--- config.mk ---
export PLATFORM = sky130hd
export DESIGN_NAME = instr_sequencer
export DESIGN_NICKNAME = d
export VERILOG_FILES = /design/src/rtl/seq_pkg.sv /design/src/rtl/instr_sequencer_prog_mem.sv /design/src/rtl/instr_sequencer.sv
export SDC_FILE = /design/constraint.sdc
export NUM_CORES = 1
export LEC_CHECK = 0
export ABC_AREA = 1
export CAP_MARGIN = 20
export CELL_PAD_IN_SITES_DETAIL_PLACEMENT = 1
export CELL_PAD_IN_SITES_GLOBAL_PLACEMENT = 1
export CORE_AREA = 3 3 191 193
export DETAILED_ROUTE_END_ITERATION = 12
export DIE_AREA = 0 0 194 196
export GPL_TIMING_DRIVEN = 0
export PLACE_DENSITY_LB_ADDON = 0.15
export SYNTH_ARGS = -nofsm -noshare
export SYNTH_HDL_FRONTEND = slang
export SYNTH_SLANG_ARGS = --single-unit
--- constraint.sdc ---
create_clock -name clk -period 4.2 [get_ports clk]
set_input_delay 1.05 -clock clk [delete_from_list [all_inputs] [get_ports clk]]
set_output_delay 1.05 -clock clk [all_outputs]
set_load 0.02 [all_outputs]
--- src/rtl/seq_pkg.sv ---
// seq_pkg: shared types and constants for the instruction sequencer.
//   - instr_class_e : 2-bit instruction class
//   - CTRL_*        : sub-operations of the CTRL class (taken from aluctl)
//   - state_e       : sequencer FSM states
//   - field positions/widths of the 24-bit instruction word
//   - get_class()   : extract the class field from an instruction word
package seq_pkg;

  localparam int INSTR_W    = 24;
  localparam int PC_W       = 4;
  localparam int REG_W      = 4;
  localparam int IMM_W      = 8;
  localparam int ALU_W      = 2;
  localparam int CLASS_W    = 2;
  localparam int PROG_DEPTH = 16;

  // Field LSB positions inside the instruction word.
  localparam int CLASS_LSB  = 22;
  localparam int ALUCTL_LSB = 20;
  localparam int WA_LSB     = 16;
  localparam int RA1_LSB    = 12;
  localparam int RA2_LSB    = 8;
  localparam int IMM_LSB    = 0;

  typedef enum logic [CLASS_W-1:0] {
    CLS_ALU_R = 2'b00,
    CLS_ALU_I = 2'b01,
    CLS_BEQZ  = 2'b10,
    CLS_CTRL  = 2'b11
  } instr_class_e;

  // CTRL sub-ops live in the aluctl field.
  localparam logic [ALU_W-1:0] CTRL_NOP  = 2'b00;
  localparam logic [ALU_W-1:0] CTRL_HALT = 2'b01;
  localparam logic [ALU_W-1:0] CTRL_JMP  = 2'b10;
  localparam logic [ALU_W-1:0] CTRL_RSVD = 2'b11;  // behaves as NOP

  typedef enum logic [1:0] {
    ST_IDLE  = 2'b00,
    ST_FETCH = 2'b01,
    ST_EXEC  = 2'b10,
    ST_HALT  = 2'b11
  } state_e;

  function automatic instr_class_e get_class(input logic [INSTR_W-1:0] instr);
    return instr_class_e'(instr[CLASS_LSB +: CLASS_W]);
  endfunction

endpackage

--- src/rtl/instr_sequencer_prog_mem.sv ---
// prog_mem: 16 x 24-bit program store.
//   clk   : rising-edge clock
//   we    : write strobe (already qualified by the sequencer)
//   waddr : write address
//   wdata : write data
//   raddr : read address (combinational read)
//   rdata : read data
// Contents are never cleared by reset so a program survives a restart.
module prog_mem
  import seq_pkg::*;
(
  input  logic               clk,
  input  logic               we,
  input  logic [PC_W-1:0]    waddr,
  input  logic [INSTR_W-1:0] wdata,
  input  logic [PC_W-1:0]    raddr,
  output logic [INSTR_W-1:0] rdata
);

  logic [INSTR_W-1:0] mem_reg [PROG_DEPTH];

  always_ff @(posedge clk) begin
    if (we) begin
      mem_reg[waddr] <= wdata;
    end
  end

  assign rdata = mem_reg[raddr];

endmodule

--- src/rtl/instr_sequencer.sv ---
// instr_sequencer: fetch/execute sequencer driving a downstream
// register-file/ALU block from a small program memory.
//   clk, rst                  : clock, synchronous active-high reset
//   start                     : run request (IDLE only)
//   prog_we/prog_addr/prog_data : program load port (IDLE, start=0 only)
//   Zero                      : ALU zero flag, used by BEQZ in its EXEC cycle
//   RA1, RA2, WA, immediate, ALUControl : fields of the instruction register
//   ALUSrc                    : 1 selects immediate as ALU B operand
//   write_enable              : register-file write strobe (EXEC, ALU classes)
//   busy                      : high outside IDLE
//   done                      : one-cycle pulse in the HALT state
//   pc                        : current program counter
// Each instruction takes two cycles: FETCH loads the instruction register,
// EXEC presents it to the datapath and updates pc.
module instr_sequencer
  import seq_pkg::*;
(
  input  logic               clk,
  input  logic               rst,
  input  logic               start,
  input  logic               prog_we,
  input  logic [PC_W-1:0]    prog_addr,
  input  logic [INSTR_W-1:0] prog_data,
  input  logic               Zero,
  output logic [REG_W-1:0]   RA1,
  output logic [REG_W-1:0]   RA2,
  output logic [REG_W-1:0]   WA,
  output logic [IMM_W-1:0]   immediate,
  output logic [ALU_W-1:0]   ALUControl,
  output logic               ALUSrc,
  output logic               write_enable,
  output logic               busy,
  output logic               done,
  output logic [PC_W-1:0]    pc
);

  state_e             state_reg, state_next;
  logic [PC_W-1:0]    pc_reg, pc_next;
  logic [INSTR_W-1:0] ir_reg, ir_next;

  logic [INSTR_W-1:0] mem_rdata;
  logic               mem_we;
  logic [PC_W-1:0]    pc_inc;
  logic [PC_W-1:0]    target;
  instr_class_e       ir_class;
  logic [ALU_W-1:0]   ir_aluctl;

  // Loads are only taken while idle and not starting, so a running program
  // can never be modified underneath itself.
  assign mem_we = prog_we && (state_reg == ST_IDLE) && !start && !rst;

  prog_mem u_prog_mem (
    .clk   (clk),
    .we    (mem_we),
    .waddr (prog_addr),
    .wdata (prog_data),
    .raddr (pc_reg),
    .rdata (mem_rdata)
  );

  assign ir_class  = get_class(ir_reg);
  assign ir_aluctl = ir_reg[ALUCTL_LSB +: ALU_W];
  assign pc_inc    = pc_reg + 1'b1;            // natural 4-bit wrap 15 -> 0
  assign target    = ir_reg[IMM_LSB +: PC_W];  // branch/jump target is imm[3:0]

  // Datapath fields come straight from the instruction register in every state.
  assign WA         = ir_reg[WA_LSB  +: REG_W];
  assign RA1        = ir_reg[RA1_LSB +: REG_W];
  assign RA2        = ir_reg[RA2_LSB +: REG_W];
  assign immediate  = ir_reg[IMM_LSB +: IMM_W];
  assign ALUControl = ir_aluctl;
  assign ALUSrc     = (ir_class == CLS_ALU_I);

  assign busy = (state_reg != ST_IDLE);
  assign done = (state_reg == ST_HALT);
  assign pc   = pc_reg;

  always_comb begin
    state_next   = state_reg;
    pc_next      = pc_reg;
    ir_next      = ir_reg;
    write_enable = 1'b0;

    case (state_reg)
      ST_IDLE: begin
        if (start) begin
          state_next = ST_FETCH;
          pc_next    = '0;
        end
      end

      ST_FETCH: begin
        ir_next    = mem_rdata;
        state_next = ST_EXEC;
      end

      ST_EXEC: begin
        state_next = ST_FETCH;
        pc_next    = pc_inc;
        case (ir_class)
          CLS_ALU_R, CLS_ALU_I: begin
            write_enable = 1'b1;
          end
          CLS_BEQZ: begin
            // Zero here is the flag produced by this instruction's own operands.
            if (Zero) begin
              pc_next = target;
            end
          end
          CLS_CTRL: begin
            case (ir_aluctl)
              CTRL_HALT: begin
                pc_next    = pc_reg;
                state_next = ST_HALT;
              end
              CTRL_JMP: begin
                pc_next = target;
              end
              default: begin
                // CTRL_NOP and CTRL_RSVD just advance.
                pc_next = pc_inc;
              end
            endcase
          end
          default: begin
            pc_next = pc_inc;
          end
        endcase
      end

      ST_HALT: begin
        state_next = ST_IDLE;
      end

      default: begin
        state_next = ST_IDLE;
      end
    endcase
  end

  always_ff @(posedge clk) begin
    if (rst) begin
      state_reg <= ST_IDLE;
      pc_reg    <= '0;
      ir_reg    <= '0;
    end else begin
      state_reg <= state_next;
      pc_reg    <= pc_next;
      ir_reg    <= ir_next;
    end
  end

endmodule

==> reports/summary.txt, run 1 <==
GP Congestion - 0.823
Max VDD drop - 0.339 mV
Least-Margin Pin Slew - 1.04 ns
run status - finished, final reports clean
GRT Residual Overflow - 0
Avg Synthesized Cell Area - 11.3 um2
Slew Limit Fails - 0
Synth Register Bits - 414
clock-pin slew on the worst setup and hold paths - 0.06 ns
DR vias - 12100
fin nets - 1655
Post-Synthesis Cells - 1507
Post-Syn Area - 0.0170 mm2
drt pass-1 iters - 5
Critical Path End Type - flip-flop
clock root cell - clkbuf_16
Num CTS Buffers - 44
max cap viols - 0
max reg flops - 384
DR WL/cell - 25.1 um
area delta synth->final - 16.1%
Lkg Pwr - 7.38 nW
setup TNS - 0 ns
post-CTS resize count - 0
relative slew slack - 30.6%
CTS hold repair buffers - 0
# clock sinks - 414
min cycle time layout - 3.26 ns
io pins - 63
Cell variety after synth - 26
most frequent cells in the layout - nand2_1, edfxtp_1, nand3_1, clkdlybuf4s50_1, inv_1
PD cells - 471 mW/mm2
vias in the first global route - 12700
Final period util - 77.6%
Worst Path Required - 4.38 ns
antenna violations before repair - 0
port bufs - 62
crit path kind - primary input to flip-flop
via/cell ratio - 5.73
Final Core Density - 57.0%
HP Class - flip-flop to flip-flop
final WL - 53.0 mm
CTS tree - done
filler instances - 3660
Post-DRT Antenna Nets - 0
first-pass GRT wire length - 77.9 mm
leading cell type in the layout, fill and taps excluded - nand2_1
Core ar. - 0.0347 mm2
post-synthesis sequential area ratio - 71.2%
CP arrival - 3.44 ns
DRC viols - 0
fmax - 0.307 GHz
Clock Path Buffers - 3
reg2reg path depth - 6
die area - 0.0380 mm2
worst hold path cell count - 4
post-CTS setup buffer count - 0
Starting Density - 49.1%
latest clock arrival within the worst-skew pair - 0.57 ns
Initial DRC Count - 1177
largest net degree at the start of global routing - 25
Reg2Reg Setup Slack - 1.34 ns
share of layout cells above drive strength 1 - 11.0%
Antenna diodes - 0
Global Route Usage Sum - 27.7%
Rows - 68
H-tree levels - 2
Max Clock Skew - 0.0147 ns
Die Wd - 194 um
HPWL Detailed - 34.6 mm
Syn. warnings - 0
RSZ-0062 raised after global routing - no
Die Span Y - 196 um
critical path launch point type - primary input
Max FO, Critical Path - 24
syn nets - 1541
endpoints failing setup - 0
Hold Fails Final Rpt - 0
[worst max-delay path: stages]
cell             delay, ns
clkdlybuf4s50_1       0.39
or2_1                 0.28
nor3_4                0.46
nand3_2               0.36
nor2_4                0.87
[cell families after synthesis]
kind of cell	after synthesis	synth area share, %
compound gates	17	0.536
xor+xnor	2	0.103
fa+ha+maj	1	0.0735
buf+inv	162	5.33
flops	414	71.2
simple gates	911	22.7
[worst paths after layout]
path                start                         to
min reg2reg     ir_reg[4]                  ir_reg[4]
min             ir_reg[4]                  ir_reg[4]
max                 start  u_prog_mem.mem_reg[13][3]
max reg2reg  state_reg[0]  u_prog_mem.mem_reg[13][3]
[power by group]
| group | switching (W) | total, W | internal (W) |
|---|---|---|---|
| clock | 0.00162 | 0.00370 | 0.00208 |
| sequential | 0.0000218 | 0.00456 | 0.00454 |
| combinational | 0.000713 | 0.00104 | 0.000328 |
| total | 0.00235 | 0.00931 | 0.00696 |
[per-stage QoR]
step	setup WS (ns)	hold slack, ns	total power (W)	std cells	area [um2]
floorplan	0.473	0.514	0.00523	1507	17000
global placement	-2.05	0.531	0.00563	2024	18200
detailed placement	0.424	0.560	0.00568	2030	18400
CTS	1.01	0.575	0.00934	2111	19800
global route	0.813	0.611	0.00960	2111	19800
finish	0.940	0.565	0.00931	2111	19800
[layer usage]
metal	routed length, um	track usage, %	vias to the layer above
met3	4280	5.79	104
met1	21300	36.6	6132
met5	0	0	-
met4	1710	10.1	0
li1	-	-	5381
met2	25700	45.9	469
[cell usage after synthesis]
cell type  instances  area share, %
or2_2              1          0.037
o211ai_1           2          0.088
xor2_1             1          0.051
or2_1              1          0.037
a21oi_1           14           0.41
buf_6             15           0.99
clkbuf_1          15           0.33
buf_4             36            1.6
ha_1               1          0.073
inv_2              1          0.022
nand2_1          527             12
inv_1             49            1.1
nor3_4             1          0.096
nand3_1          321            9.4
inv_4              2          0.073
nand3_2            3           0.18
a31oi_1            1          0.037
nand4_1            3           0.11
clkinv_1           1          0.022
nor2_1            52            1.1
xnor2_1            1          0.051
dfxtp_1           30            3.5
buf_1              6           0.13
buf_2             37            1.1
nor3_1             2          0.059
edfxtp_1         384             68
[final cells by class]
class | count | area (um2) | share of cell area (%)
plain buffers | 109 | 703 | 3.56
repair buffers | 68 | 717 | 3.63
multi-input cells | 931 | 4100 | 20.8
clock inverters | 29 | 195 | 0.987
inverters | 53 | 204 | 1.03
clock buffers | 52 | 1150 | 5.83
well taps | 455 | 569 | 2.88
flip-flops and latches | 414 | 12100 | 61.3
(Power assumes the default switching activity.)
==> run 2: changes to the inputs <==
--- a/config.mk
+++ b/config.mk
@@ -9,9 +9,9 @@
 export CAP_MARGIN = 20
 export CELL_PAD_IN_SITES_DETAIL_PLACEMENT = 1
 export CELL_PAD_IN_SITES_GLOBAL_PLACEMENT = 1
-export CORE_AREA = 3 3 191 193
+export CORE_AREA = 3 3 201 203
 export DETAILED_ROUTE_END_ITERATION = 12
-export DIE_AREA = 0 0 194 196
+export DIE_AREA = 0 0 204 206
 export GPL_TIMING_DRIVEN = 0
 export PLACE_DENSITY_LB_ADDON = 0.15
 export SYNTH_ARGS = -nofsm -noshare
==> constraint.sdc (replaced) <==
create_clock -name clk -period 2.7 [get_ports clk]
set_input_delay 0.675 -clock clk [delete_from_list [all_inputs] [get_ports clk]]
set_output_delay 0.675 -clock clk [all_outputs]
set_load 0.02 [all_outputs]
==> run 2 against run 1 <==
Net effect: sequential share of layout area decreased by 1.7 points; die area increased by 11%; first-iteration DRC count increased by 24%; clock skew increased by 0.0014 ns; cell area increased by 2.9%; combinational power increased by 60%; worst hold slack got worse by 0.037 ns; global-route usage decreased by 1.3 points; critical path type is now flip-flop to flip-flop.
==> reports/summary.txt, run 2 (same netlist as run 1, synthesis figures left out) <==
Final Core Density - 52.6% (was 57.0%)
H-tree levels - 2 (unchanged)
Max Clock Skew - 0.0161 ns (was 0.0147 ns)
clock root cell - clkbuf_16 (unchanged)
port bufs - 62 (unchanged)
Core ar. - 0.0386 mm2 (was 0.0347 mm2)
Initial DRC Count - 1463 (was 1177)
Die Wd - 204 um (was 194 um)
Worst Path Required - 2.88 ns (was 4.38 ns)
CTS hold repair buffers - 0 (unchanged)
CTS tree - done (unchanged)
largest net degree at the start of global routing - 25 (unchanged)
Rows - 72 (was 68)
Post-DRT Antenna Nets - 0 (unchanged)
Starting Density - 44.1% (was 49.1%)
# clock sinks - 414 (unchanged)
PD cells - 713 mW/mm2 (was 471 mW/mm2)
Max FO, Critical Path - 24 (unchanged)
vias in the first global route - 12400 (was 12700)
GP Congestion - 0.817 (was 0.823)
Final period util - 93.9%
latest clock arrival within the worst-skew pair - 0.57 ns (about the same)
endpoints failing setup - 0 (unchanged)
share of layout cells above drive strength 1 - 12.1% (was 11.0%)
die area - 0.0420 mm2 (was 0.0380 mm2)
critical path launch point type - flip-flop (was primary input)
Power Total - 0.0145 W (was 0.00931 W)
Least-Margin Pin Slew - 1.05 ns (was 1.04 ns)
fmax - 0.394 GHz
fin nets - 1680 (was 1655)
run status - finished, final reports clean (unchanged)
final WL - 55.1 mm (was 53.0 mm)
Reg2Reg Setup Slack - 0.16 ns (was 1.34 ns)
Die Span Y - 206 um (was 196 um)
io pins - 63 (unchanged)
via/cell ratio - 5.48 (was 5.73)
drt pass-1 iters - 5 (unchanged)
most frequent cells in the layout - nand2_1, edfxtp_1, nand3_1, clkdlybuf4s50_1, inv_1 (unchanged)
leading cell type in the layout, fill and taps excluded - nand2_1 (unchanged)
DRC viols - 0 (unchanged)
Clock Path Buffers - 3 (unchanged)
Global Route Usage Sum - 26.4% (was 27.7%)
min cycle time layout - 2.54 ns
Slew Limit Fails - 0 (unchanged)
GRT Residual Overflow - 0 (unchanged)
antenna violations before repair - 0 (unchanged)
relative slew slack - 29.5% (was 30.6%)
CP arrival - 2.71 ns (was 3.44 ns)
max reg flops - 384 (unchanged)
RSZ-0062 raised after global routing - no (unchanged)
HP Class - flip-flop to flip-flop (unchanged)
Lkg Pwr - 7.59 nW (was 7.38 nW)
DR vias - 12000 (was 12100)
area delta synth->final - 19.5% (was 16.1%)
Antenna diodes - 0 (unchanged)
HPWL Detailed - 35.2 mm (was 34.6 mm)
crit path kind - flip-flop to flip-flop (was primary input to flip-flop)
max cap viols - 0 (unchanged)
first-pass GRT wire length - 79.6 mm (was 77.9 mm)
clock-pin slew on the worst setup and hold paths - 0.06 ns (about the same)
Hold Fails Final Rpt - 0 (unchanged)
Num CTS Buffers - 44 (unchanged)
Max VDD drop - 0.520 mV (was 0.339 mV)
Critical Path End Type - flip-flop (unchanged)
DR WL/cell - 25.1 um (about the same)
run 2: cell count changes in the layout (fill, tap and decap cells not counted), moves of 3 or more:
cell      change
clkbuf_1      +3
nor2_4        +3
clkinv_2     -10
buf_4         +4
clkbuf_8      +3
buf_12       +10
buf_16        +6
run 2: final cells by class:
class / count / area, um2
multi-input combinational: 934 / 4170
buffer: 109 / 703
inverter: 53 / 204
tap: 518 / 648
fill: 4036 / 18300
clock buffer: 58 / 1200
sequential: 414 / 12100
clock inverter: 19 / 138
timing repair buffer: 90 / 1140
run 2: metrics by stage:
stage	setup TNS [ns]	setup slack [ns]	area, um2	cells	hold WS (ns)
floorplan	-31.29	-0.652	17100	1507	0.514
global placement	-530.03	-3.22	18300	2087	0.533
detailed placement	-221.26	-0.830	18700	2100	0.554
CTS	-6.65	-0.101	20300	2190	0.534
global route	0	0.0649	20300	2195	0.575
finish	0	0.165	20300	2195	0.528
run 2: critical path, stage by stage, from the launching register on:
cell,delay [ns]
dfxtp_2,0.33
inv_2,0.08
nand2_2,0.05
or2_4,0.27
nor3_4,0.22
buf_12,0.16
nand3_4,0.15
nor2_4,0.84
run 2: timing repair:
action                                  CTS  global route
gates cloned                              3             0
endpoints found under the setup margin  190           210
pin swaps                                 9             4
resized for setup                        12             2
buffers inserted                         10             4
run 2: where the power goes:
part	internal, W	switching [W]	total [W]
registers	0.00707	0.0000348	0.00710
clock network	0.00331	0.00243	0.00574
logic	0.000524	0.00114	0.00166
run 2: worst paths after layout:
kind,from,endpoint,cells after the start
max,state_reg[0],u_prog_mem.mem_reg[2][5],7
min,state_reg[0],state_reg[0],3
max reg2reg,state_reg[0],u_prog_mem.mem_reg[2][5],7
min reg2reg,state_reg[0],state_reg[0],3
run 2: routing by layer:
layer,vias to the layer above,GRT usage (%),wire (um)
met3,89,5.67,4790
li1,5453,-,-
met4,0,9.41,1800
met1,5979,35.6,22900
met5,-,0,0
met2,509,42.6,25600
